File: src/rtl/scale_pkg.sv
`default_nettype none
// ============================================================================
// Package     : scale_pkg
// Description : Shared types and defaults for the scale_* routing blocks.
// Revision    : 1.0 - initial release
// ============================================================================
package scale_pkg;

    // Occupancy of a one-entry output holding slot
    typedef enum logic {
        SLOT_EMPTY = 1'b0,
        SLOT_FULL  = 1'b1
    } slot_state_t;

    // Default data width of the routing blocks
    localparam int DEF_SIZE = 1;

endpackage : scale_pkg
`default_nettype wire

File: src/rtl/demux_slot.sv
`default_nettype none
// ============================================================================
// Module      : demux_slot
// Description : One destination port of the registered demux: a one-entry
//               holding register with valid/ready output handshake and a
//               wrapping count of delivered words.
// Revision    : 1.0 - initial release
// ============================================================================
module demux_slot
    import scale_pkg::*;
#(
    parameter int size  = DEF_SIZE,
    parameter int CNT_W = 8
) (
    input  logic             clk,
    input  logic             rst_,
    input  logic             load,
    input  logic [size-1:0]  load_data,
    input  logic             out_ready,
    output logic [size-1:0]  out_data,
    output logic             out_valid,
    output logic             slot_ready,
    output logic [CNT_W-1:0] cnt
);

    slot_state_t      r_state;
    slot_state_t      w_state_next;
    logic             w_drain;
    logic [size-1:0]  r_data;
    logic [CNT_W-1:0] r_cnt;

    // Slot occupancy register
    always_ff @(posedge clk or negedge rst_) begin
        if (!rst_) begin
            r_state <= SLOT_EMPTY;
        end else begin
            r_state <= w_state_next;
        end
    end

    // Next occupancy: a load always wins (the slot only accepts a load when
    // empty or draining, so a load in FULL replaces the outgoing word)
    always_comb begin
        w_state_next = r_state;
        w_drain      = (r_state == SLOT_FULL) && out_ready;
        case (r_state)
            SLOT_EMPTY: begin
                if (load) begin
                    w_state_next = SLOT_FULL;
                end
            end
            SLOT_FULL: begin
                if (load) begin
                    w_state_next = SLOT_FULL;
                end else if (w_drain) begin
                    w_state_next = SLOT_EMPTY;
                end
            end
            default: begin
                w_state_next = SLOT_EMPTY;
            end
        endcase
    end

    // Data register loads only on accept for this port; drain leaves it alone
    always_ff @(posedge clk or negedge rst_) begin
        if (!rst_) begin
            r_data <= '0;
        end else if (load) begin
            r_data <= load_data;
        end
    end

    // Delivered-word counter, free-running modulo 2^CNT_W
    always_ff @(posedge clk or negedge rst_) begin
        if (!rst_) begin
            r_cnt <= '0;
        end else if (w_drain) begin
            r_cnt <= r_cnt + CNT_W'(1);
        end
    end

    assign out_data   = r_data;
    assign out_valid  = (r_state == SLOT_FULL);
    assign slot_ready = (r_state == SLOT_EMPTY) || out_ready;
    assign cnt        = r_cnt;

endmodule : demux_slot
`default_nettype wire

File: src/rtl/scale_demux_reg.sv
`default_nettype none
// ============================================================================
// Module      : scale_demux_reg
// Description : Registered 1-to-2 demultiplexer. Each accepted input word is
//               steered by sel_a into the port A or port B holding slot.
// Revision    : 1.0 - initial release
// ============================================================================
module scale_demux_reg
    import scale_pkg::*;
#(
    parameter int size  = DEF_SIZE,
    parameter int CNT_W = 8
) (
    input  logic             clk,
    input  logic             rst_,
    input  logic [size-1:0]  in_data,
    input  logic             in_valid,
    input  logic             sel_a,
    output logic             in_ready,
    output logic [size-1:0]  out_a,
    output logic             out_a_valid,
    input  logic             out_a_ready,
    output logic [size-1:0]  out_b,
    output logic             out_b_valid,
    input  logic             out_b_ready,
    output logic [CNT_W-1:0] cnt_a,
    output logic [CNT_W-1:0] cnt_b
);

    logic w_ready_a;
    logic w_ready_b;
    logic w_accept;
    logic w_load_a;
    logic w_load_b;

    // Ready follows only the selected port so a stalled sink on the other
    // port never blocks traffic headed elsewhere
    always_comb begin
        in_ready = sel_a ? w_ready_a : w_ready_b;
        w_accept = in_valid && in_ready;
        w_load_a = w_accept && sel_a;
        w_load_b = w_accept && !sel_a;
    end

    demux_slot #(
        .size  (size),
        .CNT_W (CNT_W)
    ) u_slot_a (
        .clk        (clk),
        .rst_       (rst_),
        .load       (w_load_a),
        .load_data  (in_data),
        .out_ready  (out_a_ready),
        .out_data   (out_a),
        .out_valid  (out_a_valid),
        .slot_ready (w_ready_a),
        .cnt        (cnt_a)
    );

    demux_slot #(
        .size  (size),
        .CNT_W (CNT_W)
    ) u_slot_b (
        .clk        (clk),
        .rst_       (rst_),
        .load       (w_load_b),
        .load_data  (in_data),
        .out_ready  (out_b_ready),
        .out_data   (out_b),
        .out_valid  (out_b_valid),
        .slot_ready (w_ready_b),
        .cnt        (cnt_b)
    );

endmodule : scale_demux_reg
`default_nettype wire

File: config.mk
export PLATFORM = sky130hd
export DESIGN_NAME = scale_demux_reg
export DESIGN_NICKNAME = d
export VERILOG_FILES = /design/src/rtl/scale_pkg.sv /design/src/rtl/demux_slot.sv /design/src/rtl/scale_demux_reg.sv
export SDC_FILE = /design/constraint.sdc
export NUM_CORES = 1
export LEC_CHECK = 0
export CAP_MARGIN = 20
export CORE_MARGIN = 1.5
export CORE_UTILIZATION = 45
export DETAILED_ROUTE_END_ITERATION = 6
export PLACE_DENSITY = 0.82
export SLEW_MARGIN = 20
export SYNTH_ARGS = -nofsm -noshare
export SYNTH_HDL_FRONTEND = slang
export SYNTH_SLANG_ARGS = --single-unit
File: constraint.sdc
create_clock -name clk -period 2.66 [get_ports clk]
set_input_delay 0.532 -clock clk [delete_from_list [all_inputs] [get_ports clk]]
set_output_delay 0.532 -clock clk [all_outputs]
set_load 0.02 [all_outputs]
## Word level (Yosys, flattened, before mapping)

Index checks and enable logic that the tools add are counted.

| storage, ports and cells | value |
|---|---|
| input port bits | 7 |
| bits in registers | 20 |
| output and inout bits | 21 |
| word-level logic and storage cells | 27 |

| cells by class | value |
|---|---|
| add/subtract/negate cells | 2 |
| reductions and logical operators | 8 |
| multiplexer cells | 9 |
| bitwise operators | 2 |

Operator list:

| cell | count |
|---|---|
| $add A8 B1 Y8 const B | 2 |
| $mux W1 | 7 |
| $logic_and A1 B1 Y1 | 5 |
| $pmux W1 S2 | 2 |
| $logic_or A1 B1 Y1 | 2 |
| $not A1 Y1 | 2 |
| $logic_not A1 Y1 | 1 |

## Longest topological paths before layout

| depth | value |
|---|---|
| word-level depth | 7 |
| mapped depth | 4 |
| depth with buffers taken out | 4 |

## By module

Synthesis repeated with hierarchy kept, for this count alone.

| second synthesis, totals | value |
|---|---|
| cell total of the unflattened synthesis | 71 |
| area, all modules | 915.9 sq um |

Modules (own cells, without submodules):

| module | sequential area each (sq um) | times used | cells an instance | area each (sq um) |
|---|---|---|---|---|
| demux_slot | 250.2 | 2 | 34 | 441.7 |
| scale_demux_reg | 0.0 | 1 | 3 | 32.5 |

## Worst setup path after synthesis

No wires, ideal clock.

| timing | value |
|---|---|
| path kind | input to output |
| start point | input port out_a_ready |
| end point | output port in_ready |
| buffers on the path | 0 |
| stages | 2 |
| data required time | 2128 ps |
| arrival | 1108 ps |
| slack | 1020 ps |
| cells stage by stage | and2b_2 a21oi_1 |

| between the ends | value |
|---|---|
| word-level cells in the longest chain between the ends | 2 |

Ends and longest elaborated chain:

| item | line | source |
|---|---|---|
| from (decl) | scale_demux_reg.sv:22 | `input logic out_a_ready,` |
| $logic_or A1 B1 Y1 | demux_slot.sv:85 | `assign slot_ready = (r_state == SLOT_EMPTY) \|\| out_ready;` |
| $mux W1 | scale_demux_reg.sv:39 | `in_ready = sel_a ? w_ready_a : w_ready_b;` |
| to (decl) | scale_demux_reg.sv:19 | `output logic in_ready,` |

No other way between the ends.

## Final worst setup path

Ends and elaborated chain as after synthesis.

==> results <==
- The total chip power is between 1000 and 1500 uW.
- The share of total power dissipated in combinational logic is between 30 and 40%.
- For this run, the total global-route usage over all layers was measured as between 10% and 20%.
- The number of pins with negative max-slew slack in the final report came to 0.
- Summing every instance area after synthesis gives 882.1 sq um.
- Derived from the worst setup path, the maximum achievable clock frequency is between 0.3 and 0.4 GHz.
- The max-cap check violation count is 0.
- The count of warnings emitted by yosys is 0.
- The total die area is between 2000 and 2500 sq um.
- The TritonCTS clock tree is built.
- No sink is reached through more buffers than the 2 on the longest clock path.
- The diode insertion count for antenna repair is 0.
- The I/O pin count is 28.
- The largest fanout of any net on the critical path is 3.
- The wire length of the first global-routing pass is 2442 um.
- Setup repair after global routing left no endpoint under its margin.
- The post-cts sizing count is 0.
- The placed instance count is 130.
- By startpoint and endpoint, the worst setup path is classified as in -> out.
- The netlist uses 20 different library cells.
- The area occupied by multi-input gates is between 300 and 400 sq um.
- Detailed placement finished with a half-perimeter wire length of approximately 1200 um.
- Synthesis inferred 20 register bits.
- The CTS clock-pin slew for the worst setup and hold paths is roughly 110 ps.
- Of the synthesized area, sequential elements account for roughly 57%.
- In the final layout, flip-flops and latches occupy 500.5 sq um.
- Synthesis produced 76 cells.
- The weighted congestion at the end of routability-driven global placement is between 0.7 and 0.8.
- The maximum resistive drop on vdd is about 0.6 mV.
- The per-cell routed wire length is 11.91 um.
- The share of the cycle needed by the critical path after routing is between 90% and 100%.
- In the routed design, unresolved DRC markers number 0.
- Counting every net in the synthesized netlist gives 85.
- The total congestion overflow is 0.
- The DRC violation total after the first TritonRoute iteration is 11.
- The floorplan has 15 rows.
- The cell internal power dissipation is approximately 800 uW.
- STA classifies the critical path endpoint as an output pin.
- The final setup violation count is 0.
- From left edge to right edge, the die measures ~47 um.
- A synthesized cell averages 11.61 sq um.
- The number of hold buffers added after CTS was 0.
- The total wire length is 1596 um.
- The clock network latency to the later pin of the worst-skew pair is a little under 300 ps.
- The startpoint type of the worst setup path is a primary input.
- The cell at the root of the clock tree is sky130_fd_sc_hd__clkbuf_4.
- The number of non-filler instances in the completed layout is around 130.
- The static power due to leakage is ~0.00056 uW.
- The number of iterations in the first detailed-routing pass is 4.
- The switching power as a share of total power is between 30% and 40%.
- Entering global routing, the biggest net connects 21 pins.
- The area growth from synthesis to layout is 41.84%.
- Measured against its own limit, the worst slew margin works out to between 80% and 90%.
- The flow ran to the end, and the final reports show no timing, DRC or antenna violations.
- In the final layout, the share of cells above drive strength 1 is 11.93%.
- Once the floorplan was initialized, standard cells occupied between 40% and 50% of the core.
- The H-tree level count is 1.
- Of the total power, the clock network draws between 10% and 20%.
- The number of global-route vias before repair is ~550.
- During placement, the flow inserted port buffers numbering 27.
- The routed design uses 800 um of met2 wire.
- For the final routed database, the setup TNS stands at 0 ps.
- The clock skew after layout is 3.345 ps.
- The routed design uses approximately 90 um of met3 wire.
- After layout, the minimum clock period comes to approximately 2500 ps.
- The clock drives 20 sinks.
- The start of the worst register-to-register path is u_slot_a.out_valid.
- The antenna violation net count after detailed routing is 0.
- After filler insertion, the fill cell instance count of the layout stands at around 130.
- The post-CTS setup repair buffer count is 0.
- After detailed routing, the wire length on met1 is about 680 um.
- The startpoint of the most critical hold path is u_slot_b.cnt[7].
- Of the total power, registers draw between 40% and 50%.
- At the pin with the least slew margin, the transition time is 248.9 ps.
- The top layer used by detailed routing is met4.
- In the routed layout, each cell is associated on average with a via count of between 4 and 5.
- The required time at the worst-slack endpoint is 2130 ps.
- In this run the power density over the cells is between 900 and 1000 nW/um^2.
- The hold violation total from the final report is 0.
- The core region area is about 1800 sq um.
- Hold timing on the final database bottoms out at a slack of around 470 ps.
- The data arrival at the endpoint of the critical path is ~2000 ps.
- The reported net switching power is ~430 uW.
- The net total in the final layout is between 100 and 150.
- The die is 47.28 um tall.
- The overall via count from detail_route is 660.
- The path class of the tightest hold or removal check is reg -> reg.
- Tracing the worst setup path back leads to its startpoint at out_a_ready.
- The initial antenna violation count was 0.
- The number of buffers added by the clock tree synthesis step is 3.
cells in the mapped netlist:
cell                        n  area [sq um]
sky130_fd_sc_hd__a21oi_1    1         5.000
sky130_fd_sc_hd__and2_1     1         6.260
sky130_fd_sc_hd__and2b_2    1         8.760
sky130_fd_sc_hd__and3_1     1         6.260
sky130_fd_sc_hd__dfrtp_1   20         500.5
sky130_fd_sc_hd__ha_1       2         25.02
sky130_fd_sc_hd__inv_1      3         11.26
sky130_fd_sc_hd__mux2_2     4         45.04
sky130_fd_sc_hd__nand2_1    7         26.28
sky130_fd_sc_hd__nand2b_1   2         12.51
sky130_fd_sc_hd__nand3_1    3         15.01
sky130_fd_sc_hd__nand3_2    1         10.01
sky130_fd_sc_hd__nand3b_1   1         7.510
sky130_fd_sc_hd__nand4_1    4         25.02
sky130_fd_sc_hd__nor2_1     6         22.52
sky130_fd_sc_hd__nor3_1     3         15.01
sky130_fd_sc_hd__nor4_2     1         12.51
sky130_fd_sc_hd__o21ai_0    1         5.000
sky130_fd_sc_hd__xnor2_1    8         70.07
sky130_fd_sc_hd__xor2_1     6         52.55
final timing paths:
| check | to | slack [ps] | cells after the start |
|---|---|---|---|
| min | u_slot_b.cnt[7] | 470 | 1 |
| max in group asynchronous | u_slot_b.cnt[1] | 1900 | 2 |
| max reg2reg | u_slot_a.out_data | 1420 | 3 |
| min in group asynchronous | u_slot_b.cnt[2] | 560 | 2 |
| min reg2reg | u_slot_b.cnt[7] | 470 | 1 |
| max | in_ready | 120 | 4 |
layout make-up:
| class | instances | share of cell area [%] |
|---|---|---|
| flip-flops and latches | 20 | 40.00 |
| multi-input cells | 53 | 29.60 |
| repair buffers | 29 | 22.80 |
| well taps | 25 | 2.500 |
| clock inverters | 1 | 2.400 |
| clock buffers | 3 | 1.800 |
| inverters | 3 | 0.9000 |
power by group through the flow:
stage          Combinational, uW  Sequential, uW  Clock, uW
6_report                     484             505        244
5_1_grt                      522             518        262
3_3_place_gp                 477             504          0
4_1_cts                      491             502        252
3_5_place_dp                 488             506          0
2_1_floorplan                142             608          0
worst max-delay path, cell delays in order:
cell and delay (ps):
sky130_fd_sc_hd__clkdlybuf4s50_1 480, sky130_fd_sc_hd__and2b_2 230, sky130_fd_sc_hd__a21oi_1 140, sky130_fd_sc_hd__clkdlybuf4s50_1 630
registers in the layout (all words and copies together), names as in the netlist:
signal	flops
u_slot_b.out_valid	1
u_slot_b.cnt	8
u_slot_a.cnt	8
u_slot_a.out_data	1
u_slot_a.out_valid	1
u_slot_b.out_data	1
kinds of logic (layout without fill, tap and decap cells):
kind of cell               count (synthesis)  count (layout)  synth area share, %
and+or+nand+nor                           31              31                19.01
DFF                                       20              20                56.74
buffers and inverters                      3              36                1.277
muxes                                      4               4                5.106
adders and majority gates                  2               2                2.836
xor gates and xnor gates                  14              14                13.90
AOI/OAI and AO/OA                          2               2                1.134
layout by cell type (no fill, tap or decap), drive strengths merged:
cell type / instances
nand3b: 1
nor4: 1
nand3: 4
ha: 2
and2: 1
and3: 1
mux2: 4
dfrtp: 20
bufinv: 1
nor3: 3
a21oi: 1
buf: 2
xor2: 6
and2b: 1
o21ai: 1
clkbuf: 3
clkdlybuf4s50: 27
nand2: 7
xnor2: 8
nand4: 4
nand2b: 2
inv: 3
nor2: 6
through the flow:
step | util (%) | instance area, sq um | worst slack [ps]
6_report | 70.18 | 1251 | 120.3
5_1_grt | 70.18 | 1251 | 63.46
4_1_cts | 70.18 | 1251 | 113.8
3_5_place_dp | 67.23 | 1199 | 121.2
3_3_place_gp | 67.23 | 1199 | 114.1
2_1_floorplan | - | 882.1 | 1020
per-layer routing:
layer,global-route usage (%),vias up
li1,-,319
met1,19.18,311
met2,27.03,28
met3,2.692,2
met4,10.00,0
met5,0,-
Note: power is estimated with default switching activity, not from simulation.
